==> config.mk <==
export PLATFORM = sky130hd
export DESIGN_NAME = dut_run_seq
export DESIGN_NICKNAME = d
export VERILOG_FILES = /design/src/rtl/dut_run_seq.sv
export SDC_FILE = /design/constraint.sdc
export NUM_CORES = 1
export LEC_CHECK = 0
export CELL_PAD_IN_SITES_DETAIL_PLACEMENT = 0
export CELL_PAD_IN_SITES_GLOBAL_PLACEMENT = 2
export CORE_ASPECT_RATIO = 0.8
export CORE_UTILIZATION = 38
export DETAILED_ROUTE_END_ITERATION = 8
export DONT_BUFFER_PORTS = 1
export PLACE_DENSITY_LB_ADDON = 0.1
export REMOVE_ABC_BUFFERS = 1
export SLEW_MARGIN = 15
export SYNTH_ARGS = -nofsm -noshare
export SYNTH_HDL_FRONTEND = slang
export SYNTH_SLANG_ARGS = --single-unit
==> constraint.sdc <==
create_clock -name clk -period 5.04 [get_ports clk]
set_input_delay 0.504 -clock clk [delete_from_list [all_inputs] [get_ports clk]]
set_output_delay 0.504 -clock clk [all_outputs]
set_load 0.05 [all_outputs]
==> src/rtl/dut_run_seq.sv <==
// dut_run_seq -- run sequencer for a processor DUT.
//
// Runs a batch of NUM_PROGS programs. For each program it:
//   1. holds the DUT in reset for RST_CYCLES cycles,
//   2. releases reset and counts RUN cycles until dut_done or until
//      TIMEOUT cycles have passed without it,
//   3. moves on to the next program index.
// When the batch ends it reports all_done and waits for the next start.
//
// Optional feature (compile-time macro RUN_SEQ_STOP_ON_TIMEOUT_EN):
//   defined   - a timed-out program ends the batch; prog_sel keeps the
//               index of the hung program.
//   undefined - every program of the batch runs, timeouts or not.
//
// Ports
//   clk          in   rising-edge clock
//   reset        in   synchronous, active-high
//   start        in   one-cycle batch request (ignored while busy)
//   dut_done     in   DUT completion level, only looked at in RUN
//   dut_reset    out  active-high reset to the DUT
//   prog_sel     out  current program index (selects instruction memory)
//   busy         out  batch in progress
//   run_done     out  one-cycle pulse when a program ends (done or timeout)
//   run_timeout  out  sticky for the batch: some program hit TIMEOUT
//   cycle_count  out  RUN cycles of the current or last program
//   all_done     out  level, batch finished
//   fsm_state    out  current FSM state encoding, for observation
//
// Handshake: start is a single-cycle request sampled on a rising edge;
// it is acted on only in IDLE or FINISH and dropped in every other state.
//
// All outputs are registers; the combinational block computes the next
// value of every register and the sequential block only loads them.

module dut_run_seq #(
  parameter int NUM_PROGS  = 3,
  parameter int RST_CYCLES = 2,
  parameter int TIMEOUT    = 1000,
  parameter int CNT_W      = 16,
  localparam int PW = (NUM_PROGS > 1) ? $clog2(NUM_PROGS) : 1,
  localparam int RW = (RST_CYCLES > 1) ? $clog2(RST_CYCLES) : 1
) (
  input  logic             clk,
  input  logic             reset,
  input  logic             start,
  input  logic             dut_done,
  output logic             dut_reset,
  output logic [PW-1:0]    prog_sel,
  output logic             busy,
  output logic             run_done,
  output logic             run_timeout,
  output logic [CNT_W-1:0] cycle_count,
  output logic             all_done,
  output logic [2:0]       fsm_state
);

  typedef enum logic [2:0] {
    S_IDLE   = 3'd0,
    S_RST    = 3'd1,
    S_RUN    = 3'd2,
    S_NEXT   = 3'd3,
    S_FINISH = 3'd4
  } state_t;

  localparam logic [PW-1:0]    LAST_PROG = PW'(NUM_PROGS - 1);
  localparam logic [RW-1:0]    LAST_RST  = RW'(RST_CYCLES - 1);
  localparam logic [CNT_W-1:0] TMO       = CNT_W'(TIMEOUT);

  state_t           state, state_n;
  logic [RW-1:0]    rst_cnt, rst_cnt_n;
  logic [PW-1:0]    prog_n;
  logic [CNT_W-1:0] cnt_n, cnt_inc;
  logic             busy_n, run_done_n, to_n, all_done_n, dut_reset_n;
  logic             launch, stop_batch;

  assign cnt_inc   = cycle_count + 1'b1;
  assign fsm_state = state;
  // start only counts where a batch is not already running.
  assign launch    = start && ((state == S_IDLE) || (state == S_FINISH));

`ifdef RUN_SEQ_STOP_ON_TIMEOUT_EN
  // run_timeout is first set on the RUN->NEXT edge, so seeing it in NEXT
  // means the program that just ended is the one that hung.
  assign stop_batch = run_timeout;
`else
  assign stop_batch = 1'b0;
`endif

  always_comb begin
    state_n     = state;
    rst_cnt_n   = rst_cnt;
    prog_n      = prog_sel;
    cnt_n       = cycle_count;
    busy_n      = busy;
    run_done_n  = 1'b0;
    to_n        = run_timeout;
    all_done_n  = all_done;
    dut_reset_n = 1'b1;

    case (state)
      S_IDLE: ;

      S_RST: begin
        if (rst_cnt == LAST_RST) begin
          // Reset released together with the move into RUN so that the
          // first RUN cycle already sees dut_reset low.
          state_n     = S_RUN;
          dut_reset_n = 1'b0;
        end else begin
          rst_cnt_n = rst_cnt + 1'b1;
        end
      end

      S_RUN: begin
        // The count includes the cycle in which done/timeout is sampled.
        cnt_n       = cnt_inc;
        dut_reset_n = 1'b0;
        if (dut_done) begin
          // done wins over a simultaneous timeout
          state_n     = S_NEXT;
          run_done_n  = 1'b1;
          dut_reset_n = 1'b1;
        end else if (cnt_inc == TMO) begin
          state_n     = S_NEXT;
          run_done_n  = 1'b1;
          to_n        = 1'b1;
          dut_reset_n = 1'b1;
        end
      end

      S_NEXT: begin
        if (stop_batch || (prog_sel == LAST_PROG)) begin
          state_n    = S_FINISH;
          busy_n     = 1'b0;
          all_done_n = 1'b1;
        end else begin
          state_n   = S_RST;
          prog_n    = prog_sel + 1'b1;
          rst_cnt_n = '0;
          cnt_n     = '0;
        end
      end

      S_FINISH: ;

      default: state_n = S_IDLE;
    endcase

    // Batch launch from IDLE or FINISH; overrides the hold values above.
    if (launch) begin
      state_n    = S_RST;
      rst_cnt_n  = '0;
      prog_n     = '0;
      cnt_n      = '0;
      to_n       = 1'b0;
      busy_n     = 1'b1;
      all_done_n = 1'b0;
    end
  end

  always_ff @(posedge clk) begin
    if (reset) begin
      state       <= S_IDLE;
      rst_cnt     <= '0;
      prog_sel    <= '0;
      cycle_count <= '0;
      busy        <= 1'b0;
      run_done    <= 1'b0;
      run_timeout <= 1'b0;
      all_done    <= 1'b0;
      dut_reset   <= 1'b1;
    end else begin
      state       <= state_n;
      rst_cnt     <= rst_cnt_n;
      prog_sel    <= prog_n;
      cycle_count <= cnt_n;
      busy        <= busy_n;
      run_done    <= run_done_n;
      run_timeout <= to_n;
      all_done    <= all_done_n;
      dut_reset   <= dut_reset_n;
    end
  end

endmodule

== Word-level counts from Yosys, hierarchy flattened ==
Cells that the tools add are included.

* Bits of input ports: 4
* Output and inout bits: 26
* Register bits: 27

* Reductions and logical operators: 18
* Equal/unequal tests: 12
* Add/sub/neg operators: 3
* Mux-type cells: 18
* Bitwise logic cells: 4

{| class="wikitable"
|+ Operators with widths
! operator !! count
|-
| case mux 16 bit (2 select lines) || 1
|-
| adder 16 x 1 -> 16 bit (second input constant) || 1
|-
| equality test 16 x 10 -> 1 bit (second input constant) || 1
|-
| two-way mux 16 bit || 1
|-
| two-way mux 3 bit || 4
|-
| case mux 3 bit (4 select lines) || 1
|-
| AND reduction 2 bit || 5
|-
| two-way mux 1 bit || 9
|-
| AND reduction 3 bit || 3
|-
| nonzero test 2 bit || 4
|-
| equality test 3 x 2 -> 1 bit (second input constant) || 2
|-
| inequality test 3 bit (second input constant) || 2
|-
| OR reduction 2 bit || 3
|-
| inequality test 2 bit (second input constant) || 2
|-
| inequality test 4 bit (second input constant) || 1
|-
| NOT 1 bit || 4
|-
| case mux 1 bit (2 select lines) || 2
|-
| equality test 3 x 1 -> 1 bit (second input constant) || 1
|-
| equality test 3 bit (second input constant) || 1
|-
| zero test 3 bit || 1
|-
| adder 2 x 1 -> 2 bit (second input constant) || 1
|-
| equality test 2 bit (second input constant) || 1
|-
| inequality test 2 x 1 -> 1 bit (second input constant) || 1
|-
| adder 1 bit (second input constant) || 1
|-
| other kinds (2) || 2
|}

== Longest topological paths before layout ==
* Depth in word-level cells: 6
* Gate-level depth with buffers: 7
* Gate-level depth less buffers: 7

== Least setup slack after synthesis ==
No wires, ideal clock.

* Kind: flip-flop to flip-flop
* From: reg cycle_count[0]
* To: reg run_timeout
* Path slack: 2.232 ns
* Arrival time: 2.720 ns
* Data required time: 4.952 ns
* Cell stages (with the launch flop): 7
* Cell sequence: dfxtp_1 -> ha_1 -> nand3_1 -> or4_4 -> mux2i_1 -> or4_4 -> o32ai_2

* Word-level cells in the longest chain between the ends: 3

{| class="wikitable"
|+ Ends and longest elaborated chain
! element !! line !! RTL
|-
| start, declared || 52 || <nowiki>output logic [CNT_W-1:0] cycle_count,</nowiki>
|-
| start signal, assigned || 176 || <nowiki>cycle_count <= cnt_n;</nowiki>
|-
| adder 16 x 1 -> 16 bit || 76 || <nowiki>assign cnt_inc = cycle_count + 1'b1;</nowiki>
|-
| equality test 16 x 10 -> 1 bit || 123 || <nowiki>end else if (cnt_inc == TMO) begin</nowiki>
|-
| AND reduction 3 bit (no source line) || - ||
|-
| end signal, assigned || 179 || <nowiki>run_timeout <= to_n;</nowiki>
|-
| end, declared || 51 || <nowiki>output logic run_timeout,</nowiki>
|}

Every way passes these cells.
A chain may end at the register's enable or synchronous reset.

== Worst setup path after layout ==
Ends and elaborated chain as after synthesis.

==> results by group <==
Worst setup path
  • CP Class: register to register
  • CP max-delay cell: dfxtp_1
  • Maximum fanout along the worst path: 9
  • CP most frequent cell: or4_4
  • Startpoint class of the critical path: register
  • Reg2Reg Setup Slack: 1.97 ns
  • Critical Path AT: 3.27 ns
  • Crit-path cells: ha_1 > nand3_1 > or4_4 > mux2i_1 > or4_4 > o32ai_2
  • Worst Setup End Kind: register
  • CP required: between 5 and 6 ns
  • Worst r2r path cells: 6
  • Slowest stage delay, CP: ~0.84 ns
  • R2R Path Start: cycle_count[0]
  • Worst R2R End: run_timeout

Route
  • Final ANT Viol Nets: 0
  • Met3 wire length: between 200 and 250 um
  • Wire length on met1: 1850 um
  • Vias/cell: approximately 5.9
  • 1st-iter DRT viols: 82
  • WL final: approximately 3700 um
  • Vias: between 1000 and 1500
  • DRC: 0
  • Wire length per cell: between 15 and 20 um
  • Met2 routed WL: around 1600 um
  • DRT Pass-1 Iters: 5
  • DR top layer: met4

Yosys
  • FFs w/ async S/R, synth: 0
  • Post-Synthesis Cells: 181
  • Post-synthesis sequential area ratio: 0.367
  • Dominant cell type by area after synthesis: dfxtp_1
  • Number of synthesized register bits: 27
  • Number of synthesis warnings: 0
  • Top cell type's share of synthesized area: 0.367
  • Post-synth EDFFs: 0
  • Synth area leaders: dfxtp_1 (37%), a21oi_1 (6.1%), nor2_1 (5.9%)
  • Synthesized area per cell: between 8 and 9 sq um
  • Mapped Area: 1470 sq um
  • Post-synth top flop: dfxtp_1
  • Yosys cell types: 45

Worst hold path
  • Hold path start: reset
  • WHS Endpoint: fsm_state[2]
  • Worst Hold Depth: 1
  • Hold WC Path Type: input pin to register

CTS
  • Root buf cell: clkbuf_8
  • Post-CTS sizing: 0
  • CTS Hold Bufs: 0
  • Setup bufs post-CTS: 0
  • Num CTS Buffers: 3
  • Reg clk slew, reported paths: approximately 0.10 ns
  • Maximum clock insertion buffer count: 2
  • Clk_lat worst skew: roughly 0.28 ns
  • CTS tree: yes
  • Htree depth: 1
  • Clock sinks: 27

Power
  • Leakage power: ~0.47 nW
  • Tot Pwr: ~0.38 mW
  • Pwr dens: between 200 and 250 nW/um^2
  • Peak supply drop: about 0.00016 V

STA
  • Min Tclk post-route: 3.07 ns
  • Slew @ Worst Pin: between 0.9 and 1 ns
  • Setup-failing EPs final: 0
  • RSZ-0062 raised after global routing: no
  • Final TNS setup: 0 ns
  • Slew Limit Headroom: 0.386
  • Slew Viols, Final: 0
  • Final period util: 0.609
  • Max Clock Freq: 326 MHz
  • Setup WS post-layout: approximately 2.0 ns
  • Clk_skew: 0.00749 ns
  • Hold Fails Final Rpt: 0

Global routing
  • GRT overflow: 0
  • Initial antenna violation count: 0
  • Vias in the first global route: about 1200
  • Largest net degree at the start of global routing: 23
  • Total global routing track utilization: 0.192
  • First-pass GRT wire length: between 6000 and 7000 um

Die
  • Die H: 57.7 um
  • # IOs: 30
  • Initial Utilization: 0.413
  • Placeable Area: roughly 3600 sq um
  • Die area: about 4100 sq um
  • Num rows: 19
  • Die span in x: 71.6 um

Finish
  • Inserted Diodes: 0
  • Layout area overhead: 4.16%
  • Layout cells sized above 1: 0.0682
  • Utilization after layout: 0.430
  • Post-layout instance area: between 1500 and 2000 sq um
  • Nets: 184

Place
  • Count of input and output buffers: 0
  • Placed cell areas: around 1500 sq um
  • Worst slack, placed: approximately 2.0 ns
  • Final HPWL DP: between 2000 and 2500 um
  • RD Place Congestion: 0.753

Job
  • # Max-Cap Violations: 0

Outcome
  • Status: finished, final reports clean
critical path, delay by kind of cell (launching register included):
kind            cells  cell delay (ns)
simple gates        3             1.42
flops               1             0.84
fa+ha+maj           1             0.34
compound gates      1             0.25
mux                 1             0.15
power by group:
| group | leakage [nW] | switching (mW) | total, mW | internal [mW] |
|---|---|---|---|---|
| combinational | 0.227 | 0.0141 | 0.0213 | 0.00724 |
| clock | 0.0261 | 0.0735 | 0.132 | 0.0581 |
| sequential | 0.218 | 0.0135 | 0.230 | 0.216 |
| total | 0.471 | 0.101 | 0.383 | 0.282 |
synthesized netlist by cell type, types with 2 or more instances:
cell type	instances
a211oi_1	2
a21oi_1	18
a2bb2oi_1	2
a311oi_1	4
a31oi_1	3
and2_1	3
clkbuf_1	8
dfxtp_1	27
ha_1	3
inv_1	7
nand2_1	11
nand2b_1	3
nand3_1	5
nand3b_1	2
nand4_1	2
nand4b_1	2
nor2_1	23
nor3_1	2
nor3b_1	4
nor4_1	4
o21ai_0	13
o21bai_1	2
or3_1	4
or4_4	2
xnor2_1	5
state kept, by name, summed over array words and instances (netlist names):
| name | cells |
|---|---|
| rst_cnt | 1 |
| fsm_state | 3 |
| cycle_count | 16 |
| busy | 1 |
| all_done | 1 |
| run_done | 1 |
| prog_sel | 2 |
| run_timeout | 1 |
| dut_reset | 1 |
through the flow:
stage          cells  hold slack [ns]
4_1_cts          218            0.261
6_report         218            0.275
5_1_grt          218            0.253
3_3_place_gp     214            0.497
2_1_floorplan    172            0.480
3_5_place_dp     214            0.526
placed cells by master, fill, tap and decap left out, types with 4 or more instances in the layout:
| cell | synthesis | layout |
|---|---|---|
| a311oi_1 | 4 | 4 |
| nor2_1 | 23 | 23 |
| nor4_1 | 4 | 4 |
| dfxtp_1 | 27 | 27 |
| nand3_1 | 5 | 5 |
| a21oi_1 | 18 | 18 |
| nand2_1 | 11 | 11 |
| o21ai_0 | 13 | 13 |
| inv_1 | 7 | 7 |
| nor3b_1 | 4 | 4 |
| xnor2_1 | 5 | 5 |
| or3_1 | 4 | 4 |
how the worst max path moves through the flow:
| stage | startpoint | end | slack [ns] | cells past startpoint |
|---|---|---|---|---|
| global placement | cycle_count[0] | run_timeout | 2.07 | 6 |
| finish | cycle_count[0] | run_timeout | 1.97 | 6 |
| floorplan | cycle_count[0] | run_timeout | 2.23 | 6 |
| global route | cycle_count[1] | run_timeout | 1.81 | 6 |
| detailed placement | cycle_count[0] | run_timeout | 1.98 | 6 |
| CTS | cycle_count[0] | run_timeout | 1.97 | 6 |
cells by family after synthesis:
family / share of synthesized area
simple gates: 0.296
compound gates: 0.223
flops: 0.367
buf+inv: 0.0459
xor+xnor: 0.0357
fa+ha+maj: 0.0255
mux: 0.00680
layer usage:
| layer | GRT usage | vias up |
|---|---|---|
| met5 | 0 | - |
| met4 | 0.0476 | 0 |
| met3 | 0.0539 | 2 |
| met2 | 0.284 | 31 |
| met1 | 0.277 | 614 |
| li1 | - | 649 |
area by class of cell:
type,instances,area (sq um)
fill,390,2030
multi-input combinational,138,865
sequential,27,541
tap,42,52.6
clock buffer,3,41.3
inverter,7,26.3
clock inverter,1,8.76
Power figures use the tool's default switching activity.
